`config.mk`:
```
export PLATFORM = sky130hd
export DESIGN_NAME = stream_to_seq_bp_flat
export DESIGN_NICKNAME = d
export VERILOG_FILES = /design/src/rtl/stream_to_seq_bp_pkg.sv /design/src/rtl/stream_to_seq_bp_if.sv /design/src/rtl/stream_to_seq_bp_lane.sv /design/src/rtl/stream_to_seq_bp.sv /design/src/flat_wrapper.sv
export SDC_FILE = /design/constraint.sdc
export NUM_CORES = 1
export LEC_CHECK = 0
export BUFFER_PORTS_ARGS = -buffer_cell sky130_fd_sc_hd__buf_2
export CAP_MARGIN = 20
export CORE_ASPECT_RATIO = 0.9
export CORE_MARGIN = 2
export CORE_UTILIZATION = 55
export CTS_BUF_LIST = sky130_fd_sc_hd__clkbuf_2
export CTS_CLUSTER_DIAMETER = 30
export DETAILED_ROUTE_END_ITERATION = 6
export PLACE_DENSITY = 0.79
export SLEW_MARGIN = 5
export SYNTH_ARGS = -nofsm -noshare
export SYNTH_HDL_FRONTEND = slang
export SYNTH_SLANG_ARGS = --single-unit
```
`constraint.sdc`:
```
create_clock -name clk -period 2.8 [get_ports clk]
set_input_delay 0.14 -clock clk [delete_from_list [all_inputs] [get_ports clk]]
set_output_delay 0.14 -clock clk [all_outputs]
set_load 0.005 [all_outputs]
```
`src/rtl/stream_to_seq_bp_pkg.sv`:
```
// stream_to_seq_bp_pkg
// Shared helpers for the stream-to-sequential converter: a parameter
// legality check used at elaboration and the width of the per-lane
// occupancy / credit counters (they must hold 0..DEPTH inclusive).
package stream_to_seq_bp_pkg;

   // Returns 1 when the group count divides the beat, the release gap is
   // at least one cycle and each lane FIFO holds at least two beats.
   function automatic bit params_legal(int in_nb, int seq, int gap, int depth);
      if (seq < 1) return 1'b0;
      if ((in_nb % seq) != 0) return 1'b0;
      if (gap < 1) return 1'b0;
      if (depth < 2) return 1'b0;
      return 1'b1;
   endfunction

   // Counters run from 0 up to and including DEPTH.
   function automatic int cnt_width(int depth);
      return $clog2(depth + 1);
   endfunction

endpackage

```
`src/rtl/stream_to_seq_bp_if.sv`:
```
// stream_to_seq_bp_if
// Bundles the input beat handshake and the per-group output handshakes.
//   in_data/in_vld/in_rdy : full input beat, IN_NB coefs of WIDTH bits
//   out_data              : same layout as in_data, group g valid per out_vld[g]
//   out_vld/out_rdy       : one handshake pair per output group
//   busy                  : data or release tokens still inside the block
// The slave modport is the converter side, master is the producer/consumer.
interface stream_to_seq_bp_if #(
   parameter int WIDTH = 8,
   parameter int IN_NB = 8,
   parameter int SEQ   = 2
);
   logic [IN_NB*WIDTH-1:0] in_data;
   logic                   in_vld;
   logic                   in_rdy;
   logic [IN_NB*WIDTH-1:0] out_data;
   logic [SEQ-1:0]         out_vld;
   logic [SEQ-1:0]         out_rdy;
   logic                   busy;

   modport master (
      output in_data, in_vld, out_rdy,
      input  in_rdy, out_data, out_vld, busy
   );

   modport slave (
      input  in_data, in_vld, out_rdy,
      output in_rdy, out_data, out_vld, busy
   );
endinterface

```
`src/rtl/stream_to_seq_bp_lane.sv`:
```
// stream_to_seq_bp_lane
// One output group: a first-word-fall-through FIFO, a GAP-stage token line
// fed by the previous lane's pops, and a credit counter of released beats.
//   clk, s_rst      : clock, synchronous active-high reset
//   push, push_data : write one group into the FIFO
//   rdy             : downstream ready for this group
//   tok_in          : previous lane popped a beat this cycle
//   vld, head       : group available / FIFO head data
//   room            : FIFO not full (registered count only)
//   busy            : FIFO non-empty or token still travelling
// With HAS_CREDIT=0 the head is valid whenever the FIFO is non-empty.
module stream_to_seq_bp_lane
   import stream_to_seq_bp_pkg::*;
#(
   parameter int DW         = 32,
   parameter int DEPTH      = 4,
   parameter int GAP        = 1,
   parameter int HAS_CREDIT = 1
) (
   input  logic          clk,
   input  logic          s_rst,
   input  logic          push,
   input  logic [DW-1:0] push_data,
   input  logic          rdy,
   input  logic          tok_in,
   output logic          vld,
   output logic [DW-1:0] head,
   output logic          room,
   output logic          busy
);
   localparam int CW = cnt_width(DEPTH);
   localparam int PW = $clog2(DEPTH);

   logic [DW-1:0]  mem [DEPTH];
   logic [PW-1:0]  wr_ptr;
   logic [PW-1:0]  rd_ptr;
   logic [CW-1:0]  count;
   logic [CW-1:0]  credit;
   logic [GAP-1:0] line;
   logic           tok_out;
   logic           pop;

   function automatic logic [PW-1:0] ptr_inc(input logic [PW-1:0] p);
      return (p == PW'(DEPTH - 1)) ? '0 : p + PW'(1);
   endfunction

   // A token at the end of the line makes its beat eligible in that same
   // cycle, so the release lands exactly GAP cycles after the upstream pop.
   assign tok_out = line[GAP-1];
   assign vld     = (count != '0) && ((HAS_CREDIT == 0) || (credit != '0) || tok_out);
   assign pop     = vld & rdy;
   assign head    = mem[rd_ptr];
   assign room    = (count < CW'(DEPTH));
   assign busy    = (count != '0) || (line != '0);

   // Pointers, occupancy, token line and credits. A token leaving the line
   // adds a credit, a pop spends one; both together leave it unchanged.
   always_ff @(posedge clk) begin
      if (s_rst) begin
         wr_ptr <= '0;
         rd_ptr <= '0;
         count  <= '0;
         credit <= '0;
         line   <= '0;
      end else begin
         if (push) wr_ptr <= ptr_inc(wr_ptr);
         if (pop) rd_ptr <= ptr_inc(rd_ptr);
         if (push && !pop) count <= count + CW'(1);
         else if (!push && pop) count <= count - CW'(1);
         line[0] <= tok_in;
         for (int i = 1; i < GAP; i++) line[i] <= line[i-1];
         if (HAS_CREDIT != 0) begin
            if (tok_out && !pop) credit <= credit + CW'(1);
            else if (!tok_out && pop) credit <= credit - CW'(1);
         end
      end
   end

   // Storage is not reset; contents are only observed while count is non-zero.
   always_ff @(posedge clk) begin
      if (push) mem[wr_ptr] <= push_data;
   end

`ifndef SYNTHESIS
   // Every credit or travelling token belongs to a beat still held here.
   always_ff @(posedge clk) begin
      if (!s_rst && (HAS_CREDIT != 0)) begin
         assert (credit <= count);
         assert (($countones(line) + int'(credit)) <= int'(count));
      end
   end
`endif

endmodule

```
`src/rtl/stream_to_seq_bp.sv`:
```
// stream_to_seq_bp
// Splits each IN_NB-coef input beat into SEQ groups delivered one after the
// other; group g is released GAP cycles after group g-1 of the same beat was
// popped, and every group has its own backpressure.
//   clk   : clock
//   s_rst : synchronous active-high reset
//   bus   : stream_to_seq_bp_if.slave (in_data/in_vld/in_rdy,
//           out_data/out_vld/out_rdy, busy)
// Optional macro STREAM_TO_SEQ_BP_BYPASS_EN: when lane 0 is empty an accepted
// beat's group 0 is presented in the same cycle and, if popped, never stored.
module stream_to_seq_bp
   import stream_to_seq_bp_pkg::*;
#(
   parameter int WIDTH = 8,
   parameter int IN_NB = 8,
   parameter int SEQ   = 2,
   parameter int GAP   = 1,
   parameter int DEPTH = 4
) (
   input logic               clk,
   input logic               s_rst,
   stream_to_seq_bp_if.slave bus
);
   localparam int C  = IN_NB / SEQ;
   localparam int GW = C * WIDTH;

`ifndef SYNTHESIS
   if (!params_legal(IN_NB, SEQ, GAP, DEPTH)) begin : g_bad_params
      $fatal(1, "stream_to_seq_bp: illegal SEQ, GAP or DEPTH");
   end
`endif

   logic [SEQ-1:0]         lane_vld;
   logic [SEQ-1:0]         lane_room;
   logic [SEQ-1:0]         lane_busy;
   logic [SEQ-1:0]         push;
   logic [SEQ-1:0]         pop;
   logic [SEQ-1:0]         tok;
   logic [IN_NB*WIDTH-1:0] lane_data;
   logic [SEQ-1:0]         out_vld_c;
   logic [IN_NB*WIDTH-1:0] out_data_c;
   logic                   in_rdy;
   logic                   accept;

   // Ready only looks at registered occupancy and is held low during reset.
   assign in_rdy = ~s_rst & (&lane_room);
   assign accept = bus.in_vld & in_rdy;

`ifdef STREAM_TO_SEQ_BP_BYPASS_EN
   logic bypass;
   assign bypass = accept & ~lane_vld[0];
`endif

   // Output selection and lane writes. With the bypass, an empty lane 0
   // shows the incoming group directly and skips the write if it is taken.
   always_comb begin
      out_vld_c  = lane_vld;
      out_data_c = lane_data;
      push       = {SEQ{accept}};
`ifdef STREAM_TO_SEQ_BP_BYPASS_EN
      if (bypass) begin
         out_vld_c[0]       = 1'b1;
         out_data_c[GW-1:0] = bus.in_data[GW-1:0];
         push[0]            = ~bus.out_rdy[0];
      end
`endif
   end

   // A pop on lane g-1 is the release token for lane g.
   assign pop = out_vld_c & bus.out_rdy;
   assign tok = pop << 1;

   for (genvar g = 0; g < SEQ; g++) begin : g_lane
      stream_to_seq_bp_lane #(
         .DW        (GW),
         .DEPTH     (DEPTH),
         .GAP       (GAP),
         .HAS_CREDIT((g > 0) ? 1 : 0)
      ) u_lane (
         .clk       (clk),
         .s_rst     (s_rst),
         .push      (push[g]),
         .push_data (bus.in_data[g*GW +: GW]),
         .rdy       (bus.out_rdy[g]),
         .tok_in    (tok[g]),
         .vld       (lane_vld[g]),
         .head      (lane_data[g*GW +: GW]),
         .room      (lane_room[g]),
         .busy      (lane_busy[g])
      );
   end

   assign bus.in_rdy   = in_rdy;
   assign bus.out_vld  = out_vld_c;
   assign bus.out_data = out_data_c;
   assign bus.busy     = |lane_busy;

endmodule

```
`src/flat_wrapper.sv`:
```
// flat-port wrapper written by rule: the top's interface ports become plain ports
module stream_to_seq_bp_flat import stream_to_seq_bp_pkg::*;
#(
   parameter int WIDTH = 8,
   parameter int IN_NB = 8,
   parameter int SEQ   = 2,
   parameter int GAP   = 1,
   parameter int DEPTH = 4
)
  (clk, s_rst, bus_in_data, bus_in_vld, bus_out_rdy, bus_in_rdy, bus_out_data, bus_out_vld, bus_busy);
  stream_to_seq_bp_if #(.WIDTH(WIDTH), .IN_NB(IN_NB), .SEQ(SEQ)) bus_i ();
  input logic clk;
  input logic s_rst;
  input wire logic [$bits(bus_i.in_data)-1:0] bus_in_data;
  input wire logic [$bits(bus_i.in_vld)-1:0] bus_in_vld;
  input wire logic [$bits(bus_i.out_rdy)-1:0] bus_out_rdy;
  output wire logic [$bits(bus_i.in_rdy)-1:0] bus_in_rdy;
  output wire logic [$bits(bus_i.out_data)-1:0] bus_out_data;
  output wire logic [$bits(bus_i.out_vld)-1:0] bus_out_vld;
  output wire logic [$bits(bus_i.busy)-1:0] bus_busy;
  assign bus_i.in_data = bus_in_data;
  assign bus_i.in_vld = bus_in_vld;
  assign bus_i.out_rdy = bus_out_rdy;
  assign bus_in_rdy = bus_i.in_rdy;
  assign bus_out_data = bus_i.out_data;
  assign bus_out_vld = bus_i.out_vld;
  assign bus_busy = bus_i.busy;
  stream_to_seq_bp #(.WIDTH(WIDTH), .IN_NB(IN_NB), .SEQ(SEQ), .GAP(GAP), .DEPTH(DEPTH)) u_core (.clk(clk), .s_rst(s_rst), .bus(bus_i));
endmodule
```
==> summary.md, run 1 <==
| Metric | Value |
|---|---|
| Synth Net Count | 534 |
| DRT Pass-1 Iters | 4 |
| Yosys cell types | 31 |
| DIE HEIGHT | 134.2 µm |
| Gr usage total | 19.49% |
| #FFs+latches synth | 278 |
| Root Buffer | clkbuf_2 |
| Vias | 5311 |
| Dpl cell area | 11360 µm² |
| Placer Congestion | 0.7885 |
| Share of cells above drive strength 1 | 42.89% |
| Top-area cell type share of the netlist area | 74.17% |
| Layout Skew | 0.02777 ns |
| Clock sink count | 278 |
| Layout area overhead | 22.25% |
| Via density | 5.274 |
| Fillers | 1206 |
| Final nets | 803 |
| CP endpoint | bus_out_data[25] |
| Fin. Hold Viols | 0 |
| Post-DP HPWL | 10740 µm |
| Pin count of the biggest net entering global routing | 33 |
| FF-to-FF Start | u_core.g_lane[0].u_lane.count[0] |
| Antenna Nets Post-Route | 0 |
| Max VDD drop | 511.1 µV |
| CTS buffer count | 68 |
| Initial core utilization | 56.31% |
| Reg2reg end | u_core.g_lane[0].u_lane.count[2] |
| DIE AREA | 19960 µm² |
| First-pass GRT wire length | 29580 µm |
| Grt ovf | 0 |
| Post-Syn Instances | 449 |
| Synthesized area | 10360 µm² |
| WP data arrival | 2.36 ns |
| Clock Tree Buf Depth | 3 |
| # rows | 47 |
| Critical path endpoint category | output pin |
| Synthesis warning total | 0 |
| Unrepaired setup endpoints after global routing | false |
| CP Max Fanout | 32 |
| Min cycle time layout | 2.503 ns |
| Yosys top cell by area | edfxtp_1 |
| Top post-synthesis cells by count | 256 x edfxtp_1, 64 x mux4_2, 22 x dfxtp_1 |
| Worst-Skew Late Latency | 0.77 ns |
| R2R setup slack | 0.30 ns |
| Core Footprint | 18410 µm² |
| Count leader, synth | edfxtp_1 |
| Worst Path Required | 2.66 ns |
| # Post-CTS Setup Buffers | 0 |
| Max-slew violations | 0 |
| Register area share after synthesis | 78.42% |
| CP Launch Type | flip-flop |
| H-tree level count | 3 |
| Run status | complete, no violations |
| Area contributors post-synth | edfxtp_1 74%, mux4_2 14%, dfxtp_1 4.2%, ha_1 1.6%, mux2i_1 0.77% |
| EDFF count, synth | 256 |
| Reg2reg path depth | 7 |
| Initial antenna violation count | 2 |
| Kind of critical path | reg2out |
| Ports | 137 |
| Leakage power | 0.004506 µW |
| Slew HR | 55.83% |
| Setup violations, final | 0 |
| Die width | 148.7 µm |
| Synth Flop Type | edfxtp_1 |
| Drt drc | 0 |
| Vias in the first global route | 5985 |
| Max Freq | 399.6 MHz |
| Avg Cell Area, Syn | 23.08 µm² |
| Asr flop ratio synth | 0% |
| Power Density | 770.0 nW/µm² |
| TritonCTS clock tree | built |
| Hold crit path type | in2reg |
| Routed len/inst | 18.68 µm |
| Final setup TNS | 0 ns |
| Post-route cell area | 12670 µm² |
| Final WL | 18810 µm |
| Slew @ Worst Pin | 0.6626 ns |
| Clk pin slew, worst setup/hold paths | 0.10 ns |
| IO buf count | 136 |
| Max-cap viol count | 0 |
| Drt first-iter violations | 284 |
| Final period util | 89.38% |
-- stage by stage --
stage	power, µW	worst slack [ns]	utilization [%]	hold WS (ns)	cells
6_report	9757	0.2975	68.84	0.1207	1007
5_1_grt	10280	0.06590	68.84	0.01245	1007
4_1_cts	9882	0.1702	68.81	0.01587	1005
3_5_place_dp	7165	0.3630	61.70	0.3573	824
3_3_place_gp	7055	0.5444	61.70	0.3488	824
2_1_floorplan	6447	0.5555	-	0.2389	449
-- layer usage --
metal / GRT usage, % / wire length, µm
met1: 22.89 / 7420
met2: 33.80 / 10060
met3: 5.510 / 911
met4: 8.571 / 418
met5: 0 / 0
-- worst max-delay path, cell delays in order (launching register included) --
cell and delay [ns]:
dfxtp_2 0.32, buf_4 0.53, mux4_2 0.61, buf_2 0.14
-- cells in the final DEF (no fill, tap or decap), types with 5 or more instances in the layout --
master	instances
dfxtp_1	20
clkbuf_2	94
dlygate4sd3_1	69
xor2_1	6
mux2i_1	8
buf_4	12
edfxtp_1	256
clkinv_1	12
inv_1	8
buf_2	136
mux4_2	64
a21oi_1	5
ha_1	13
nor2_1	14
-- how the worst min path moves through the flow --
stage	to	depth (start not counted)	from	slack (ns)
after floorplan	u_core.g_lane[0].u_lane.mem[0][0]	0	bus_in_data[0]	0.24
after global placement	u_core.g_lane[1].u_lane.mem[0][20]	1	bus_in_data[52]	0.35
after detailed placement	u_core.g_lane[1].u_lane.mem[2][29]	1	bus_in_data[61]	0.36
after CTS	u_core.g_lane[1].u_lane.mem[0][5]	2	bus_in_data[37]	0.02
after global routing	u_core.g_lane[1].u_lane.mem[0][5]	2	bus_in_data[37]	0.01
final	u_core.g_lane[1].u_lane.mem[0][5]	2	bus_in_data[37]	0.12
-- kinds of logic after synthesis --
logic type	share of synthesized area (%)
XOR/XNOR	0.5070
AND/OR/NAND/NOR	2.306
multiplexers	14.79
AO/OA/AOI/OAI	0.4587
adder cells (fa/ha/maj)	2.149
buffers and inverters	1.376
flip-flops	78.42
-- registers in the layout, indices dropped and copies added, names as in the netlist, named ones only --
signal	cells
u_core.g_lane.u_lane.mem	256
u_core.g_lane.u_lane.count	6
u_core.g_lane.u_lane.rd_ptr	4
u_core.g_lane.u_lane.wr_ptr	4
u_core.g_lane.u_lane.credit	3
u_core.g_lane.u_lane.line	1
-- repair_timing --
item | 4_1_cts | 5_1_grt
hold buffers | 69 | 0
endpoints found under the hold margin | 278 | 0
gates resized for setup | 0 | 0
-- power breakdown --
part | total (µW) | internal (µW) | switching [µW]
logic | 2080 | 1110 | 961
clock network | 2630 | 1170 | 1460
registers | 5050 | 4880 | 174
total | 9760 | 7160 | 2590
-- cell type report --
cell class	instances	area (µm²)	share of cell area, %
Antenna cell	2	5.005	0.03950
Clock buffer	94	470.5	3.713
Clock inverter	18	147.6	1.165
Inverter	8	30.03	0.2370
Multi-Input combinational cell	144	2100	16.57
Sequential cell	278	8130	64.17
Tap cell	245	306.5	2.419
Timing Repair Buffer	218	1481	11.69
No activity file was read; power rests on OpenSTA's default activity.
==> run 2: changes to the inputs <==
--- a/config.mk
+++ b/config.mk
@@ -13,7 +13,7 @@
 export CTS_BUF_LIST = sky130_fd_sc_hd__clkbuf_2
 export CTS_CLUSTER_DIAMETER = 30
 export DETAILED_ROUTE_END_ITERATION = 6
-export PLACE_DENSITY = 0.79
+export PLACE_DENSITY = 0.77
 export SLEW_MARGIN = 5
 export SYNTH_ARGS = -nofsm -noshare
 export SYNTH_HDL_FRONTEND = slang
==> run 2 against run 1 <==
Register-to-register slack better by 0.07 ns. Non-clock buffer count unchanged. Fmax down 0.50%. Via count about the same. Critical endpoint is now bus_out_data[14]. Critical path type unchanged. Cell count up 0.60%. Worst hold slack worse by 0.012 ns.
==> summary.md, run 2 (synthesis results as in run 1) <==
| Metric | Value |
|---|---|
| Worst-Skew Late Latency | 0.78 ns (about the same) |
| CTS buffer count | 70 (+2.9%) |
| Layout Skew | 0.05280 ns (+0.02503 ns) |
| Dpl cell area | 11360 µm² (about the same) |
| Slew HR | 57.34% (+1.5 points) |
| Power after layout | 9846 µW (+0.91%) |
| Power Density | 774.9 nW/µm² (+0.63%) |
| Initial core utilization | 56.31% (unchanged) |
| Final nets | 805 (+0.25%) |
| Run status | complete, no violations |
| Slew @ Worst Pin | 0.6398 ns (-0.02276 ns) |
| Max-cap viol count | 0 (unchanged) |
| Final WL | 18550 µm (-1.4%) |
| Drt first-iter violations | 248 (-13%) |
| Final setup TNS | 0 ns (unchanged) |
| Ports | 137 (unchanged) |
| Layout area overhead | 22.60% |
| Post-DP HPWL | 10650 µm (-0.93%) |
| Die width | 148.7 µm (unchanged) |
| Root Buffer | clkbuf_2 |
| Kind of critical path | reg2out |
| H-tree level count | 3 (unchanged) |
| Max Freq | 397.6 MHz (-0.50%) |
| Initial antenna violation count | 1 (-1) |
| Antenna Nets Post-Route | 0 (unchanged) |
| Via density | 5.240 (-0.65%) |
| Routed len/inst | 18.31 µm (-1.9%) |
| Clock Tree Buf Depth | 3 (unchanged) |
| CP Max Fanout | 32 (unchanged) |
| Largest reg by FF count | u_core.g_lane.u_lane.mem |
| IO buf count | 136 (unchanged) |
| Placer Congestion | 0.8206 (+4.1%) |
| Vias in the first global route | 6018 (+0.55%) |
| Core Footprint | 18410 µm² (unchanged) |
| Share of cells above drive strength 1 | 43.55% (+0.65 points) |
| Multi-input combinational cell area | 2098 µm² (about the same) |
| Gr usage total | 19.27% (-0.21 points) |
| # rows | 47 (unchanged) |
| Clock sink count | 278 (unchanged) |
| Most common cell after layout, fill and taps aside | edfxtp_1 |
| Post-route cell area | 12710 µm² (+0.29%) |
| Fillers | 1191 (-1.2%) |
| Most frequent cells in the layout | 256 x edfxtp_1, 136 x buf_2, 103 x clkbuf_2 |
| Fin. Hold Viols | 0 (unchanged) |
| DIE AREA | 19960 µm² (unchanged) |
| Final period util | 89.83% (+0.45 points) |
| Critical path endpoint category | output pin |
| Leakage power | 0.004538 µW (+0.73%) |
| Hold crit path type | in2reg |
| Unrepaired setup endpoints after global routing | false |
| Worst Path Required | 2.66 ns (about the same) |
| Max VDD drop | 595.7 µV (+17%) |
| Vias | 5308 (-0.056%) |
| Drt drc | 0 (unchanged) |
| Max-slew violations | 0 (unchanged) |
| Largest register FFs | 256 (unchanged) |
| TritonCTS clock tree | built |
| DIE HEIGHT | 134.2 µm (unchanged) |
| CP Launch Type | flip-flop |
| Min Hold Slack | 0.1086 ns (-0.01212 ns) |
| Clk pin slew, worst setup/hold paths | 0.11 ns (about the same) |
| Sequential cell area | 8130 µm² (unchanged) |
| First-pass GRT wire length | 29440 µm (-0.47%) |
| Grt ovf | 0 (unchanged) |
| Pin count of the biggest net entering global routing | 33 (unchanged) |
| Setup violations, final | 0 (unchanged) |
| Biggest regs | u_core.g_lane.u_lane.mem x256, u_core.g_lane.u_lane.count x6 |
| Min cycle time layout | 2.515 ns (+0.01259 ns) |
| DRT Pass-1 Iters | 4 (unchanged) |
| WP data arrival | 2.38 ns (+0.02 ns) |
-- run 2: changes by cell type in the layout (fill, tap and decap cells not counted), sizes merged --
cell and delta:
clkbuf +9, diode -1, inv -2
-- run 2: per-stage QoR --
step	std cells	util, %	worst slack, ns
CTS	1012	69.02	0.1409
finish	1013	69.04	0.2849
detailed placement	824	61.70	0.3645
global placement	824	61.70	0.5395
floorplan	449	-	0.5555
global route	1013	69.04	0.05292
-- run 2: power breakdown --
group | switching [µW] | internal [µW] | total [µW]
registers | 148 | 4880 | 5020
clock network | 1500 | 1250 | 2740
logic | 965 | 1110 | 2080
-- run 2: cell type report --
type	count	share of cell area, %
clock buffer	103	4.057
timing repair buffer	218	11.66
sequential	278	63.98
tap	245	2.412
antenna	1	0.01969
multi-input combinational	144	16.51
clock inverter	16	1.122
inverter	8	0.2363
-- run 2: worst max-delay path, cell delays in order (launching register included) --
cell and delay (ns):
dfxtp_2 0.33, buf_4 0.49, mux4_2 0.59, buf_2 0.16
-- run 2: metal layers --
metal / share of wire [%] / GRT usage, % / routed length, µm
met1: 40 / 23.62 / 7465
met2: 52 / 32.30 / 9732
met3: 5.1 / 5.476 / 940
met4: 2.2 / 8.624 / 412
met5: 0 / 0 / 0
-- run 2: final timing paths --
check,from,end,slack [ns],cells after the start
worst min register to register,u_core.g_lane[0].u_lane.rd_ptr[0],flip-flop,0.50,2
worst max register to register,u_core.g_lane[0].u_lane.count[0],u_core.g_lane[0].u_lane.count[2],0.37,7
worst max-delay path,flip-flop,bus_out_data[14],0.28,3
worst min-delay path,bus_in_data[51],u_core.g_lane[1].u_lane.mem[0][19],0.11,2
-- run 2: repair_timing --
action | 4_1_cts | 5_1_grt
buffers inserted | 0 | 0
hold endpoints to repair | 278 | 0
hold buffers | 69 | 0
gates resized for setup | 0 | 0
